### config.mk
export PLATFORM = sky130hd
export DESIGN_NAME = uart_tx_cfg
export DESIGN_NICKNAME = d
export VERILOG_FILES = /design/src/rtl/uart_pkg.sv /design/src/rtl/uart_bit_timer.sv /design/src/rtl/uart_tx_cfg.sv
export SDC_FILE = /design/constraint.sdc
export NUM_CORES = 1
export LEC_CHECK = 0
export ABC_AREA = 1
export BUFFER_PORTS_ARGS = -buffer_cell sky130_fd_sc_hd__buf_2
export CORE_MARGIN = 2
export CORE_UTILIZATION = 50
export CTS_CLUSTER_SIZE = 20
export DETAILED_ROUTE_END_ITERATION = 12
export GPL_TIMING_DRIVEN = 0
export PLACE_DENSITY = 0.77
export SKIP_LAST_GASP = 1
export SLEW_MARGIN = 5
export SYNTH_ARGS = -nofsm -noshare
export SYNTH_HDL_FRONTEND = slang
export SYNTH_SLANG_ARGS = --single-unit
### constraint.sdc
create_clock -name clk -period 1.87 [get_ports clk]
set_input_delay 0.561 -clock clk [delete_from_list [all_inputs] [get_ports clk]]
set_output_delay 0.561 -clock clk [all_outputs]
set_load 0.1 [all_outputs]
### src/rtl/uart_pkg.sv
// Shared definitions for the configurable UART transmitter and receiver:
// FSM state encoding, parity modes, parameter range checks and the parity helper.
`define UART_IN_RANGE(val, lo, hi) (((val) >= (lo)) && ((val) <= (hi)))

package uart_pkg;

    typedef enum logic [2:0] {
        S_IDLE   = 3'd0,
        S_START  = 3'd1,
        S_DATA   = 3'd2,
        S_PARITY = 3'd3,
        S_STOP   = 3'd4
    } uart_state_t;

    localparam int PAR_NONE = 0;
    localparam int PAR_ODD  = 1;
    localparam int PAR_EVEN = 2;

    // Callers zero-extend the payload to 9 bits; padding zeros leave the XOR unchanged.
    function automatic logic calc_parity(input logic odd, input logic [8:0] data);
        calc_parity = (^data) ^ odd;
    endfunction

endpackage

### src/rtl/uart_bit_timer.sv
// Bit timer shared by the UART transmitter and receiver: counts baud ticks
// and flags the tick that completes the current bit.
module uart_bit_timer #(
    parameter int OVERSAMPLE = 8
) (
    input  logic clk,
    input  logic rst,
    input  logic clear,
    input  logic baud_tick,
    output logic bit_end
);

    localparam int TW = (OVERSAMPLE > 1) ? $clog2(OVERSAMPLE) : 1;
    localparam logic [TW-1:0] LAST_TICK = TW'(OVERSAMPLE - 1);

    logic [TW-1:0] tick_cnt_r;

    assign bit_end = baud_tick && (tick_cnt_r == LAST_TICK);

    // Tick counter within the current bit; holds when no tick arrives.
    always_ff @(posedge clk) begin
        if (rst) begin
            tick_cnt_r <= '0;
        end else if (clear || bit_end) begin
            tick_cnt_r <= '0;
        end else if (baud_tick) begin
            tick_cnt_r <= tick_cnt_r + TW'(1);
        end else begin
            tick_cnt_r <= tick_cnt_r;
        end
    end

endmodule

### src/rtl/uart_tx_cfg.sv
// Parametrised UART transmitter: start bit, DATA_BITS data bits LSB-first,
// optional parity bit and 1 or 2 stop bits, each bit OVERSAMPLE baud ticks long.
module uart_tx_cfg
    import uart_pkg::*;
#(
    parameter int DATA_BITS  = 8,
    parameter int OVERSAMPLE = 8,
    parameter int PARITY     = 0,
    parameter int STOP_BITS  = 1
) (
    input  logic                 clk,
    input  logic                 rst,
    input  logic                 baud_tick,
    input  logic                 start,
    input  logic [DATA_BITS-1:0] din,
    output logic                 o_tx_busy,
    output logic                 o_tx_done,
    output logic                 o_tx
);

    if (!`UART_IN_RANGE(DATA_BITS, 5, 9) || !`UART_IN_RANGE(OVERSAMPLE, 2, 16) ||
        !`UART_IN_RANGE(PARITY, 0, 2) || !`UART_IN_RANGE(STOP_BITS, 1, 2)) begin : g_bad_param
        $error("uart_tx_cfg: illegal parameter combination");
    end

    localparam int BW = $clog2(DATA_BITS);
    localparam logic [BW-1:0] LAST_BIT  = BW'(DATA_BITS - 1);
    localparam logic          LAST_STOP = 1'(STOP_BITS - 1);

    uart_state_t          state_r, state_n;
    logic [DATA_BITS-1:0] shreg_r, shreg_n;
    logic [BW-1:0]        bit_cnt_r, bit_cnt_n;
    logic                 stop_cnt_r, stop_cnt_n;
    logic                 par_r, par_n;
    logic                 tx_r, tx_n;
    logic                 busy_r, busy_n;
    logic                 done_r, done_n;
    logic                 bit_end_s;

    uart_bit_timer #(.OVERSAMPLE(OVERSAMPLE)) u_bit_timer (
        .clk       (clk),
        .rst       (rst),
        .clear     (state_r == S_IDLE),
        .baud_tick (baud_tick),
        .bit_end   (bit_end_s)
    );

    // Next-state, datapath and line value for the following cycle.
    always_comb begin
        state_n    = state_r;
        shreg_n    = shreg_r;
        par_n      = par_r;
        bit_cnt_n  = bit_cnt_r;
        stop_cnt_n = stop_cnt_r;
        done_n     = 1'b0;
        case (state_r)
            S_IDLE: begin
                if (start) begin
                    state_n = S_START;
                    shreg_n = din;
                    par_n   = calc_parity(PARITY == PAR_ODD, 9'(din));
                end else begin
                    state_n = S_IDLE;
                end
            end
            S_START: begin
                if (bit_end_s) begin
                    state_n   = S_DATA;
                    bit_cnt_n = '0;
                end else begin
                    state_n = S_START;
                end
            end
            S_DATA: begin
                if (bit_end_s) begin
                    shreg_n = {1'b0, shreg_r[DATA_BITS-1:1]};
                    if (bit_cnt_r == LAST_BIT) begin
                        bit_cnt_n = '0;
                        if (PARITY != PAR_NONE) begin
                            state_n = S_PARITY;
                        end else begin
                            state_n = S_STOP;
                        end
                        stop_cnt_n = 1'b0;
                    end else begin
                        bit_cnt_n = bit_cnt_r + BW'(1);
                    end
                end else begin
                    state_n = S_DATA;
                end
            end
            S_PARITY: begin
                if (bit_end_s) begin
                    state_n    = S_STOP;
                    stop_cnt_n = 1'b0;
                end else begin
                    state_n = S_PARITY;
                end
            end
            S_STOP: begin
                if (bit_end_s) begin
                    if (stop_cnt_r == LAST_STOP) begin
                        state_n    = S_IDLE;
                        stop_cnt_n = 1'b0;
                        done_n     = 1'b1;
                    end else begin
                        stop_cnt_n = 1'b1;
                    end
                end else begin
                    state_n = S_STOP;
                end
            end
            default: begin
                state_n = S_IDLE;
            end
        endcase

        // Line value is a function of the state being entered so o_tx stays a flop.
        case (state_n)
            S_START:  tx_n = 1'b0;
            S_DATA:   tx_n = shreg_n[0];
            S_PARITY: tx_n = par_n;
            default:  tx_n = 1'b1;
        endcase
        busy_n = (state_n != S_IDLE);
    end

    // State, datapath and output registers.
    always_ff @(posedge clk) begin
        if (rst) begin
            state_r    <= S_IDLE;
            shreg_r    <= '0;
            par_r      <= 1'b0;
            bit_cnt_r  <= '0;
            stop_cnt_r <= 1'b0;
            tx_r       <= 1'b1;
            busy_r     <= 1'b0;
            done_r     <= 1'b0;
        end else begin
            state_r    <= state_n;
            shreg_r    <= shreg_n;
            par_r      <= par_n;
            bit_cnt_r  <= bit_cnt_n;
            stop_cnt_r <= stop_cnt_n;
            tx_r       <= tx_n;
            busy_r     <= busy_n;
            done_r     <= done_n;
        end
    end

    assign o_tx      = tx_r;
    assign o_tx_busy = busy_r;
    assign o_tx_done = done_r;

endmodule
==> results of run 1 <==
-- synth_stat cells --
library cell	instances
a21oi_1	9
a22oi_1	2
a31oi_1	4
buf_6	1
clkbuf_1	2
dfxtp_1	21
ha_1	4
inv_1	17
inv_2	4
inv_4	1
nand2_1	62
nand2_2	2
nand2_4	1
nand3_1	8
nand3_2	1
nand3_4	1
nand4_2	1
nor2_1	14
nor2_4	3
o211ai_1	1
o211ai_2	1
o21ai_0	1
o21ai_1	1
o21bai_2	1
or2_1	1
xnor2_1	2
-- power by group through the flow --
stage / Combinational, mW / Sequential (mW) / Clock [mW]
finish: 0.159 / 0.478 / 0.217
floorplan: 0.0907 / 0.515 / 0
global placement: 0.155 / 0.487 / 0
CTS: 0.160 / 0.478 / 0.225
detailed placement: 0.160 / 0.488 / 0
global route: 0.179 / 0.480 / 0.247
-- metal layers --
| metal | track usage (%) | up-vias | share of wire (%) |
|---|---|---|---|
| met5 | 0 | - | 0 |
| met2 | 31.9 | 9 | 50 |
| met1 | 20.6 | 456 | 46 |
| met3 | 5.17 | 3 | 2.8 |
| li1 | - | 555 | - |
| met4 | 5.26 | 0 | 0.90 |
-- stage by stage --
stage	power [mW]	utilization [%]	cell area [um2]	worst slack (ns)
2_1_floorplan	0.606	-	1150	0.400
3_3_place_gp	0.642	56.9	1250	0.324
3_5_place_dp	0.648	56.9	1250	0.310
4_1_cts	0.864	58.1	1270	0.254
5_1_grt	0.907	58.1	1270	0.127
6_report	0.854	58.1	1270	0.266
-- sequential cells by signal, indices dropped and copies added, names as in the netlist --
signal	cells
state_r	3
o_tx_done	1
bit_cnt_r	3
o_tx	1
par_r	1
u_bit_timer.tick_cnt_r	3
shreg_r	8
o_tx_busy	1
-- cells by family (layout without fill, tap and decap cells) --
family,count (synthesis),count (layout),synth area share [%]
flip-flops,21,21,36.6
adder cells (fa/ha/maj),4,4,4.36
XOR/XNOR,2,2,1.53
AND/OR/NAND/NOR,94,94,37.4
AO/OA/AOI/OAI,20,20,11.0
buffers and inverters,25,42,9.05
-- final timing paths --
kind / to / slack [ns] / cells after the start / start
worst min-delay path: shreg_r[4]$_SDFFE_PP0P_ / 0.47 / 2 / shreg_r[4]$_SDFFE_PP0P_
worst max-delay path: o_tx / 0.27 / 1 / o_tx$_SDFF_PP1_
worst max register to register: o_tx$_SDFF_PP1_ / 0.30 / 9 / u_bit_timer.tick_cnt_r[0]$_SDFFE_PP0P_
worst min register to register: shreg_r[4]$_SDFFE_PP0P_ / 0.47 / 2 / shreg_r[4]$_SDFFE_PP0P_
-- area by class of cell --
class	instances	area share, %
Multi-Input combinational cell	120	48.9
Inverter	22	6.68
Clock buffer	4	2.06
Sequential cell	21	33.0
Timing Repair Buffer	13	5.11
Tap cell	28	2.75
Buffer	3	1.47
==> results.toml, run 1 <==
[final_layout]
seq_area_um2 = 420
stdcell_count = 211
fin_nets = 200
drive_gt1_share_pct = 18.0
fillers = 204
area_growth_pct = 11.0
final_cell_mix = "nand2_1, dfxtp_1, inv_1"
multi_input_area_um2 = 623
num_antenna_cells = 0
final_common_cell = "nand2_1"

[floorplan]
start_util_pct = 52.4
dieArea_mm2 = 0.00269
core_area_mm2 = 0.00219
std_cell_rows = 17
ios = 15
die_w_um = 51.9
die_y_um = 51.9

[synth]
netlist_area_mm2 = 0.00115
synth_cell_types = 26
syn_area_per_cell_um2 = 6.91
synth.top_cell.area_share_pct = 36.6
yosys_warnings = 0
seq_area_frac_synth_pct = 36.6
yosys_register_bits = 21
synth_area_leaders = "dfxtp_1, nand2_1, inv_1"
netlist_instances = 166
synth_top_area_cell = "dfxtp_1"
synth_fp_nets = 182

[worst_setup_path]
crit_fanout = 1
cpMaxStageDelayCell = "buf_2"
crit_type = "reg2out"
path_buf_inv = 1
cp_slowest_stage_delay_ns = 0.41
worst_setup_path_end_kind = "output port"
arrival_ns = 1.04
cp-start-kind = "flop"
cp_top_family = "buffers and inverters"
required_ns = 1.31
cp_cell_sequence = "buf_2"

[placed_design]
dp_cells = 207
place.gp.congestion = 0.873
numPortBuffers = 13
hpwl_um = 1740

[detailed_routing]
firstDrtPassIters = 4
ant_nets = 0
drtIter0Drc = 25
remaining_drc_errors = 0
vias = 1023
routed_wl_um = 2120
wl_per_cell_um = 10.0
vias_per_cell = 4.85

[sta]
slew_headroom_pct = 68.1
holdWs_ns = 0.474
finalSetupTns_ns = 0
setup_viol = 0
tightest_slew_ns = 0.482
fin_skew_ns = 0.0112
finalHoldViolCount = 0
slew_violations = 0
timing.fmax_mhz = 623
rsz0062_at_grt = "no"
period_needed_ns = 1.60
post-route-period-util_pct = 85.8

[clock_tree]
clk_pin_slew_ns = 0.12
clock_latency_ns = 0.31
clock-root-buffer = "clkbuf_4"
tritoncts = "built"
cts.sink_count = 21
postCtsHoldBufs = 0
cts.path.max_buffers = 2
cts_buffers = 3
cts_resized = 0
htree_levels = 1
post_cts_buffers = 0

[power_and_ir_drop]
swShare_pct = 29.5
p_comb_share_pct = 18.7
p_per_area_mw_per_mm2 = 671
intPower_uw = 602
seq_power_share_pct = 55.9
clkPwrFrac_pct = 25.4
power.switching_uw = 252
p_leak_nw = 0.639
irDropWorstVdd_v = 0.000554

[global_routing]
grt_pass1_wl_um = 3570
grt_pass1_vias = 892
grtUsageTotal_pct = 17.9
grt_max_degree = 12
antenna_found_initial = 0
overflow = 0

[run_status]
status = "finished clean"

[flow_run]
maxCapViolCount = 0

[worst_hold_path]
hp-class = "reg2reg"
(Power assumes the default switching activity.)
==> run 2: changes to the inputs <==
REMOVE_ABC_BUFFERS = 1   (was default)
TNS_END_PERCENT = 1   (was default)
==> results.toml, run 2 (synthesis results as in run 1) <==
[detailed_routing]
ant_nets = 0
vias_per_cell = 5.06
wl_per_cell_um = 9.87
remaining_drc_errors = 0
drtIter0Drc = 22
routed_wl_um = 2060
firstDrtPassIters = 4
vias = 1057

[final_layout]
largest_reg_flops = 8
regMostFlops = "shreg_r"
area_growth_pct = 9.81
final_common_cell = "nand2_1"
fin_nets = 198
drive_gt1_share_pct = 18.2
num_antenna_cells = 0
final_cell_mix = "nand2_1, dfxtp_1, inv_1"

[clock_tree]
clk_pin_slew_ns = 0.11
postCtsHoldBufs = 0
tritoncts = "built"
cts_buffers = 3
clock-root-buffer = "clkbuf_4"
htree_levels = 1
cts_resized = 0
cts.path.max_buffers = 2
clock_latency_ns = 0.30
post_cts_buffers = 0
cts.sink_count = 21

[global_routing]
grt_max_degree = 18
antenna_found_initial = 0
grt_pass1_vias = 939
grtUsageTotal_pct = 18.2
grt_pass1_wl_um = 3700
overflow = 0

[worst_setup_path]
arrival_ns = 1.83
crit_fanout = 12
path_buf_inv = 0
cpMaxStageDelayCell = "dfxtp_1"
cp_slowest_stage_delay_ns = 0.36
worst_setup_path_end_kind = "flop"
required_ns = 2.06
cp-start-kind = "flop"
cp_cell_sequence = "ha_1, ha_1, nand2_4, nor2_4, nor2_4, nand2_2, o211ai_2, nand2_2, nand3_1"
crit_type = "reg2reg"
cp_top_family = "simple AND/OR/NAND/NOR gates"

[sta]
finalHoldViolCount = 0
timing.fmax_mhz = 611
finalSetupTns_ns = 0
period_needed_ns = 1.64
holdWs_ns = 0.467
rsz0062_at_grt = "no"
slew_headroom_pct = 67.9
setup_viol = 0
tightest_slew_ns = 0.484
slew_violations = 0
setup_ws_ns = 0.234
post-route-period-util_pct = 87.5
fin_skew_ns = 0.00175

[power_and_ir_drop]
irDropWorstVdd_v = 0.000542
p_leak_nw = 0.635
p_per_area_mw_per_mm2 = 676

[floorplan]
start_util_pct = 52.4
die_w_um = 51.9
ios = 15
std_cell_rows = 17
dieArea_mm2 = 0.00269
core_area_mm2 = 0.00219
die_y_um = 51.9

[run_status]
status = "finished clean"

[placed_design]
numPortBuffers = 14
hpwl_um = 1660
place.gp.congestion = 0.906
place_ws_ns = 0.204

[flow_run]
maxCapViolCount = 0

[worst_hold_path]
hp-class = "reg2reg"
==> run 2: cell count changes in the layout (fill, tap and decap cells not counted) <==
cell / change
buf_6: -1
clkbuf_1: -2
buf_2: +1
==> run 2: worst paths after layout <==
check / from / endpoint / slack (ns) / depth (start not counted)
worst min register to register: shreg_r[7]$_SDFFE_PP0P_ / shreg_r[7]$_SDFFE_PP0P_ / 0.47 / 2
worst max-delay path: u_bit_timer.tick_cnt_r[0]$_SDFFE_PP0P_ / o_tx$_SDFF_PP1_ / 0.23 / 9
worst min-delay path: shreg_r[7]$_SDFFE_PP0P_ / shreg_r[7]$_SDFFE_PP0P_ / 0.47 / 2
worst max register to register: u_bit_timer.tick_cnt_r[0]$_SDFFE_PP0P_ / o_tx$_SDFF_PP1_ / 0.23 / 9
==> run 2: layer usage <==
metal	global-route usage [%]	vias up	share of wire, %
li1	-	557	-
met1	20.5	476	44
met2	32.3	22	51
met3	6.32	2	4.2
met4	4.39	0	0.39
met5	0	-	0
==> run 2: per-stage QoR <==
stage	total power, mW	area [um2]	std cells	util, %
3_5_place_dp	0.648	1230	205	56.3
3_3_place_gp	0.641	1230	205	56.3
2_1_floorplan	0.601	1130	163	-
5_1_grt	0.902	1260	209	57.5
4_1_cts	0.862	1260	209	57.5
6_report	0.851	1260	209	57.5
==> run 2: power breakdown <==
group | internal (mW) | total, mW | switching [mW]
Sequential | 0.467 | 0.478 | 0.0108
Combinational | 0.0512 | 0.158 | 0.107
Clock | 0.0831 | 0.215 | 0.132
Total | 0.602 | 0.851 | 0.250
==> run 2: worst register-to-register path, stage by stage, from the launching register on <==
cell      delay [ns]
dfxtp_1         0.36
ha_1            0.16
ha_1            0.19
nand2_4         0.10
nor2_4          0.31
nor2_4          0.10
nand2_2         0.07
o211ai_2        0.09
nand2_2         0.06
nand3_1         0.08
==> run 2: final cells by class <==
class	instances	area [um2]
Fill cell	225	931
Multi-Input combinational cell	120	623
Sequential cell	21	420
Inverter	22	85.1
Timing Repair Buffer	14	70.1
Tap cell	28	35.0
Clock buffer	4	26.3
